==> src/rtl/debounce_pkg.sv <==
// Shared types and constants for the debounce/sync/edge block.
// State encoding and synchronizer depth bounds.
package debounce_pkg;

  typedef enum logic [1:0] {
    IDLE_LOW  = 2'b00,
    WAIT_HIGH = 2'b01,
    IDLE_HIGH = 2'b11,
    WAIT_LOW  = 2'b10
  } state_t;

  localparam int unsigned SYNC_MIN = 2;
  localparam int unsigned SYNC_MAX = 4;

endpackage

==> src/rtl/debounce_sync_edge_sync_chain.sv <==
// Multi-flop synchronizer for an asynchronous input.
// Shift register of SYNC_STAGES flops, synchronous active-low reset.
module sync_chain
  import debounce_pkg::*;
#(
  parameter int unsigned SYNC_STAGES = 2,
  parameter logic        INIT        = 1'b0
) (
  input  logic clk,
  input  logic rst,
  input  logic din,
  output logic s
);

  if (SYNC_STAGES < SYNC_MIN || SYNC_STAGES > SYNC_MAX) begin : g_bad
    $error("sync_chain: SYNC_STAGES out of range");
  end

  logic [SYNC_STAGES-1:0] ff;

  // shift din through the chain every cycle
  always_ff @(posedge clk) begin
    if (!rst) begin
      ff <= {SYNC_STAGES{INIT}};
    end else begin
      ff <= {ff[SYNC_STAGES-2:0], din};
    end
  end

  assign s = ff[SYNC_STAGES-1];

endmodule

==> src/rtl/debounce_sync_edge.sv <==
// Debounce + synchronize + edge-detect front end for flop inputs.
// Build option: DEBOUNCE_TOGGLE_EN adds the push-on/push-off tog output.
module debounce_sync_edge
  import debounce_pkg::*;
#(
  parameter int unsigned SYNC_STAGES = 2,
  parameter int unsigned CNT_W       = 16,
  parameter int unsigned STABLE_CNT  = 50000,
  parameter logic        INIT        = 1'b0
) (
  input  logic clk,
  input  logic rst,
  input  logic din,
  input  logic ce,
  output logic q,
  output logic rise,
`ifdef DEBOUNCE_TOGGLE_EN
  output logic fall,
  output logic tog
`else
  output logic fall
`endif
);

  if (STABLE_CNT < 2 || STABLE_CNT > (2**CNT_W) - 1) begin : g_bad
    $error("debounce_sync_edge: STABLE_CNT out of range");
  end

  localparam logic [CNT_W-1:0] CNT_LAST = CNT_W'(STABLE_CNT - 1);
  localparam logic [CNT_W-1:0] CNT_ONE  = CNT_W'(1);

  logic             s;
  state_t           state;
  logic [CNT_W-1:0] cnt;

  sync_chain #(
    .SYNC_STAGES(SYNC_STAGES),
    .INIT       (INIT)
  ) u_sync (
    .clk(clk),
    .rst(rst),
    .din(din),
    .s  (s)
  );

  // stability FSM: accept a new level after STABLE_CNT qualified samples
  always_ff @(posedge clk) begin
    if (!rst) begin
      state <= INIT ? IDLE_HIGH : IDLE_LOW;
      cnt   <= '0;
      q     <= INIT;
      rise  <= 1'b0;
      fall  <= 1'b0;
    end else begin
      rise <= 1'b0;
      fall <= 1'b0;
      if (ce) begin
        unique case (state)
          IDLE_LOW: begin
            if (s) begin
              state <= WAIT_HIGH;
              cnt   <= CNT_ONE;
            end else begin
              cnt <= '0;
            end
          end
          WAIT_HIGH: begin
            if (!s) begin
              state <= IDLE_LOW;
              cnt   <= '0;
            end else if (cnt == CNT_LAST) begin
              state <= IDLE_HIGH;
              q     <= 1'b1;
              rise  <= 1'b1;
              cnt   <= '0;
            end else begin
              cnt <= cnt + CNT_ONE;
            end
          end
          IDLE_HIGH: begin
            if (!s) begin
              state <= WAIT_LOW;
              cnt   <= CNT_ONE;
            end else begin
              cnt <= '0;
            end
          end
          WAIT_LOW: begin
            if (s) begin
              state <= IDLE_HIGH;
              cnt   <= '0;
            end else if (cnt == CNT_LAST) begin
              state <= IDLE_LOW;
              q     <= 1'b0;
              fall  <= 1'b1;
              cnt   <= '0;
            end else begin
              cnt <= cnt + CNT_ONE;
            end
          end
          default: begin
            state <= IDLE_LOW;
            cnt   <= '0;
            q     <= 1'b0;
          end
        endcase
      end
    end
  end

`ifdef DEBOUNCE_TOGGLE_EN
  logic rise_hit;

  assign rise_hit = ce && s && (state == WAIT_HIGH)
                 && (cnt == CNT_LAST);

  // flip tog on the same edge that raises rise
  always_ff @(posedge clk) begin
    if (!rst) begin
      tog <= 1'b0;
    end else if (rise_hit) begin
      tog <= ~tog;
    end
  end
`endif

endmodule

==> config.mk <==
export PLATFORM = sky130hd
export DESIGN_NAME = debounce_sync_edge
export DESIGN_NICKNAME = d
export VERILOG_FILES = /design/src/rtl/debounce_pkg.sv /design/src/rtl/debounce_sync_edge_sync_chain.sv /design/src/rtl/debounce_sync_edge.sv
export SDC_FILE = /design/constraint.sdc
export NUM_CORES = 1
export LEC_CHECK = 0
export CELL_PAD_IN_SITES_DETAIL_PLACEMENT = 1
export CELL_PAD_IN_SITES_GLOBAL_PLACEMENT = 1
export CORE_ASPECT_RATIO = 0.6
export CORE_UTILIZATION = 34
export CTS_CLUSTER_SIZE = 24
export DETAILED_ROUTE_END_ITERATION = 6
export GPL_TIMING_DRIVEN = 0
export PLACE_DENSITY = 0.63
export SKIP_LAST_GASP = 1
export SYNTH_ARGS = -nofsm -noshare
export SYNTH_HDL_FRONTEND = slang
export SYNTH_SLANG_ARGS = --single-unit
==> constraint.sdc <==
create_clock -name clk -period 1.55 [get_ports clk]
set_input_delay 0.31 -clock clk [delete_from_list [all_inputs] [get_ports clk]]
set_output_delay 0.31 -clock clk [all_outputs]
set_load 0.01 [all_outputs]
* Yosys cells after proc, flatten, opt, wreduce, memory -nomap -nowiden *
Cells that the tools add are included.

storage, ports and cells
  output and inout port bits = 3
  word-level logic and storage cells = 47
  input bits = 4
  register bits = 23

cells by class
  reductions and logical operators = 6
  equal/unequal tests = 12
  multiplexer cells = 19
  bitwise logic cells = 3
  add/sub/neg operators = 1

operator list
  kind                                                             number
  16-bit one-hot mux with 4 select lines                           1
  16-bit two-way mux                                               3
  16-bit by 1-bit adder with 16-bit output, second input constant  1
  16-bit == test, second input constant                            1
  2-bit two-way mux                                                6
  2-bit != test, second input constant                             4
  2-bit one-hot mux with 4 select lines                            1
  1-bit two-way mux                                                7
  6-bit AND reduction                                              1
  5-bit AND reduction                                              1
  2-bit == test, second input constant                             2
  2-bit by 1-bit != test with 1-bit output, second input constant  2
  4-bit AND reduction                                              1
  4-bit OR reduction                                               1
  3-bit by 2-bit != test with 1-bit output, second input constant  1
  3-bit != test, second input constant                             1
  1-bit NOT                                                        3
  2-bit by 1-bit == test with 1-bit output, second input constant  1
  2-bit zero test                                                  1
  1-bit one-hot mux with 2 select lines                            1
  2-bit nonzero test                                               1

* Longest topological paths before layout *
  depth in word-level cells = 4
  mapped depth = 7
  depth with buffers taken out = 6

* Hierarchy *
From an unflattened synthesis, not the netlist that was laid out.

unflattened totals
  cells, all modules = 158
  area total of the unflattened synthesis = 1270.0 um^2

by module, submodules not included
  module              sequential area each (um^2)  cells an instance  area an instance (um^2)  times used
  debounce_sync_edge  420.4                        154                1217.4                   1
  sync_chain          40.0                         4                  52.6                     1

* Least setup slack after synthesis *
OpenSTA, ideal clock, no wires.

  path type = register to register
  start point = register cnt[0]
  end point = register cnt[10]
  data required time = 1.413 ns
  cell stages (with the launch flop) = 7
  period minus slack after synthesis = 1.608 ns
  path buffers = 1
  library setup time = 0.137 ns
  arrival time = 1.472 ns
  path slack = -0.058 ns
  path through = dfxtp_1 ha_1 and3_1 buf_2 nand4_1 a21boi_1 nor3_1

on the way
  cells in the longest elaborated chain, start to end = 4
  elaborated cells between the ends (all ways) = 6
  those cells by class = 1 x add/sub; 1 x eq/ne; 4 x mux

ends and longest elaborated chain
  element                                                                     RTL line                                            RTL
  from (decl)                                                                 debounce_sync_edge.sv:34                            logic [CNT_W-1:0] cnt;
  from (signal assigned)                                                      debounce_sync_edge.sv:77                            cnt <= cnt + CNT_ONE;
  from (signal assigned)                                                      debounce_sync_edge.sv:98                            cnt <= cnt + CNT_ONE;
  16-bit by 1-bit adder with 16-bit output or 16-bit == test (tied branches)  --
  16-bit two-way mux *                                                        debounce_sync_edge.sv:71, debounce_sync_edge.sv:92
  16-bit two-way mux (on tied branches)                                       debounce_sync_edge.sv:89, debounce_sync_edge.sv:68
  16-bit one-hot mux with 4 select lines *                                    debounce_sync_edge.sv:58                            unique case (state)

Every way passes the cells marked *; elsewhere a longest branch is shown, timed or not.
A chain may end at the register's enable or synchronous reset.

* Worst setup path after layout *
  start point = register state[1]
  end point = register cnt[7]

on the way
  cells in the longest elaborated chain, start to end = 2
  elaborated cells between the ends (all ways) = 5
  those cells by class = 3 x eq/ne; 1 x mux; 1 x reduce/logical

ends and longest elaborated chain
  element                                   RTL line                  RTL
  from (decl)                               debounce_sync_edge.sv:33  state_t state;
  from (signal assigned)                    debounce_sync_edge.sv:49  state <= INIT ? IDLE_HIGH : IDLE_LOW;
  2-bit == test (tied with other cells)     debounce_sync_edge.sv:58
  16-bit one-hot mux with 4 select lines *  debounce_sync_edge.sv:58

Marked as above.

==> impl_results.md <==
* Net load switching power at 0.2969 mW
* Number of port buffers at 5
* Average size of a mapped cell at 8.892 µm²
* Number of optimization iterations in the first detailed-route pass at 4
* Post-layout nets at 191
* Final Core Density at 0.5243
* Maximum number of pins on one net before global-route repair at 14
* Area Overhead vs Synth at 45.50%
* Cell Int Power at 0.8190 mW
* Routed Wire Length at 4.479 mm
* Total of hold buffers inserted after clock tree synthesis at 0
* Routed via count divided by cell count at 5.789
* R2r setup slk at -0.04 ns
* Number of antenna diodes at 0
* Max Root-Sink Buffers at 2
* Cell depth of the worst hold path at 3
* GRT Util Overall at 0.2086
* Count of clock tree sinks at 23
* Placeable core area at 3701 µm²
* Fmax at 627.1 MHz
* Placed cell count at 202
* Critical Path AT at 1.79 ns
* Skew-Pair Late Insertion Delay at 0.28 ns
* Terminating pin of the worst hold path: state[0]$_SDFFE_PN0P_
* Net count after synthesis at 160
* Post-route DRC at 0
* Horizontal die dimension at 82.86 µm
* Number of synthesized flops with an enable pin at 0
* Async SR Flop Fraction at 0
* Fill cell count at 421
* R2R depth at 6
* Min Clock Period, post-route at 1.595 ns
* Number of levels in the clock H-tree at 1
* Post-synthesis instance area at 1334 µm²
* # Max-Cap Violations at 0
* Setup violations, final at 3
* Worst-case setup margin in the final layout at -0.04458 ns
* Fin. Hold Viols at 0
* Type of element capturing the critical path: flop
* # rows at 17
* Share of the yosys chip area belonging to registers at 0.3452
* Outcome: complete, but fails checks
* Clk pwr share at 0.361
* Nature of the critical path startpoint: flop
* Slew HR at 0.6067
* Clock tree from TritonCTS: done
* Cell chosen for the clock root: clkbuf_8
* Class of the tightest hold or removal check: in2reg
* Non-filler instance count after layout at 227
* DIE AREA at 4186 µm²
* Synthesis warning total at 0
* Final estimated routing congestion in global placement at 0.7586
* Sum of net half-perimeters after detailed placement at 2.682 mm
* Count of different cell masters after synthesis at 44
* First-pass GRT wire length at 6.762 mm
* Slew at the pin with the worst max-slew slack at 0.5899 ns
* Slew Viols, Final at 0
* IO Pins at 7
* Clock transition at the registers of the reported paths at 0.09 ns
* Maximum resistive drop on vdd at 0.0002437 V
* Total global routing overflow at 0
* Unrepaired setup endpoints after global routing: yes
* DR WL/cell at 19.73 µm
* Critical path peak fanout at 5
* Initial standard-cell utilization of the core at 0.3604
* Number of antenna violations at the first check in global routing at 0
* Commonest register cell after synthesis: dfxtp_1
* Total power divided by cell area at 575.1 nW/µm²
* Final worst clock skew at 0.002197 ns
* Combinational fraction of design power at 0.107
* Flop pwr share at 0.532
* Startpoint of the worst hold path: rst
* Path type of the worst setup path: reg2reg
* Switching part of the total at 0.2661
* Top library cells by usage in the layout, fill and taps aside: buf_4 (17), nand2_1 (11), nand4_1 (10), dfxtp_4 (10), dfxtp_1 (8)
* Remaining number of nets flagged by the antenna check after routing at 0
* Number of buffers created by CTS at 3
* Most common cell after layout, fill and taps aside: buf_4
* Required time reported for the critical path endpoint at 1.75 ns
* Violation count after the first detailed-routing iteration at 100
* Violated checks: negative setup slack
* Detailed-route via count at 1,314
* Register bit total from synthesis at 23
* Share of cells above drive strength 1 at 0.4611
* Final period util at 1.029
* Vias in the first global route at 1,333
* Syn Inst Count at 150
* RR Endpoint: cnt[7]$_SDFFE_PN0P_
* LEAKAGE at 0.6101 nW
* Startpoint of the worst register-to-register path: state[1]$_SDFFE_PN0P_
* Die Y-Extent at 50.52 µm
## power by group through the flow
stage | combinational (mW) | sequential, mW | clock, mW
after global routing | 0.129 | 0.594 | 0.429
after floorplan | 0.0507 | 0.616 | 0
after detailed placement | 0.0781 | 0.617 | 0
after global placement | 0.0761 | 0.616 | 0
after CTS | 0.0961 | 0.598 | 0.407
final | 0.120 | 0.594 | 0.403
## synth_stat cells, types with 2 or more instances
library cell  count  area [µm²]
a311oi_1          3       26.28
a41oi_1           3       26.28
buf_2             4       20.02
xor2_1            2       17.52
o21ai_0           5       25.02
a21oi_1           4       20.02
nand3_1           6       30.03
clkbuf_1          4       15.01
nand3_4           2       35.03
or4_1             3       22.52
or3_2             2       15.01
nor4b_1           3       26.28
a31oi_1           5       31.28
nand4_1          10       62.56
nor3_1            7       35.03
a211oi_1          3       22.52
inv_1             5       18.77
and2_1            2       12.51
nand2_1          11       41.29
xnor2_1           2       17.52
and3_1            2       12.51
nand2b_1          5       31.28
and4_4            2       22.52
nand3b_1          3       22.52
nor2_1            3       11.26
mux2i_1           4       40.04
ha_1              6       75.07
dfxtp_1          23       460.4
## cell type report
class | count | area (µm²) | share of cell area
timing repair buffer | 28 | 252.7 | 0.1302
clock buffer | 3 | 41.29 | 0.02128
sequential | 23 | 504.2 | 0.2598
buffer | 7 | 57.56 | 0.02966
clock inverter | 1 | 5.005 | 0.002579
tap | 47 | 58.81 | 0.03030
inverter | 5 | 23.77 | 0.01225
multi-input combinational | 113 | 997.2 | 0.5139
## critical path, cell delays in order (launching register included)
cell and delay [ns]:
dfxtp_4 0.38, inv_4 0.08, ha_4 0.16, mux2i_4 0.10, buf_4 0.16, or4_4 0.47, a31oi_1 0.16
## worst max-delay path by stage
stage,from,to,slack [ns],cells past startpoint
final,state[1]$_SDFFE_PN0P_,cnt[7]$_SDFFE_PN0P_,-0.04,6
after global routing,cnt[1]$_SDFFE_PN0P_,q$_SDFFE_PN0P_,-0.08,7
after CTS,cnt[0]$_SDFFE_PN0P_,cnt[2]$_SDFFE_PN0P_,-0.06,8
after detailed placement,ce,cnt[4]$_SDFFE_PN0P_,-0.66,5
after global placement,ce,cnt[4]$_SDFFE_PN0P_,-0.63,5
after floorplan,cnt[0]$_SDFFE_PN0P_,q$_SDFFE_PN0P_,-0.05,7
## cell families after synthesis
| family | after synthesis | share of synthesized area |
|---|---|---|
| simple gates | 70 | 0.3462 |
| compound gates | 29 | 0.1520 |
| fa+ha+maj | 6 | 0.05628 |
| buf+inv | 14 | 0.04409 |
| flops | 23 | 0.3452 |
| xor+xnor | 4 | 0.02627 |
| mux | 4 | 0.03002 |
## stage by stage
stage	instance area (µm²)	total power [mW]	setup slack [ns]	setup TNS, ns	hold WS, ns
floorplan	1345	0.6665	-0.05272	-0.1059	0.4119
global placement	1454	0.6923	-0.6279	-8.096	0.4213
detailed placement	1454	0.6956	-0.6618	-8.495	0.4351
CTS	1740	1.101	-0.05702	-0.1826	0.4565
global route	1941	1.152	-0.08236	-0.5307	0.4746
finish	1941	1.116	-0.04458	-0.08489	0.4460
## flip-flops by register name, indices dropped and copies added, names as in the netlist
name	cells
rise	1
fall	1
u_sync.ff	2
q	1
cnt	16
state	2
## layer usage
layer | global-route usage | vias to the layer above | wire length, µm
met5 | 0 | - | 0
met3 | 0.03947 | 4 | 137
met1 | 0.2841 | 651 | 2141
met4 | 0.05172 | 0 | 42
li1 | - | 643 | -
met2 | 0.3429 | 16 | 2158
## what timing repair did
action,in CTS,in global routing
pin swaps,12,14
resized for setup,44,30
buffers inserted,13,10
endpoints found under the setup margin,21,19
(Power assumes the default switching activity.)
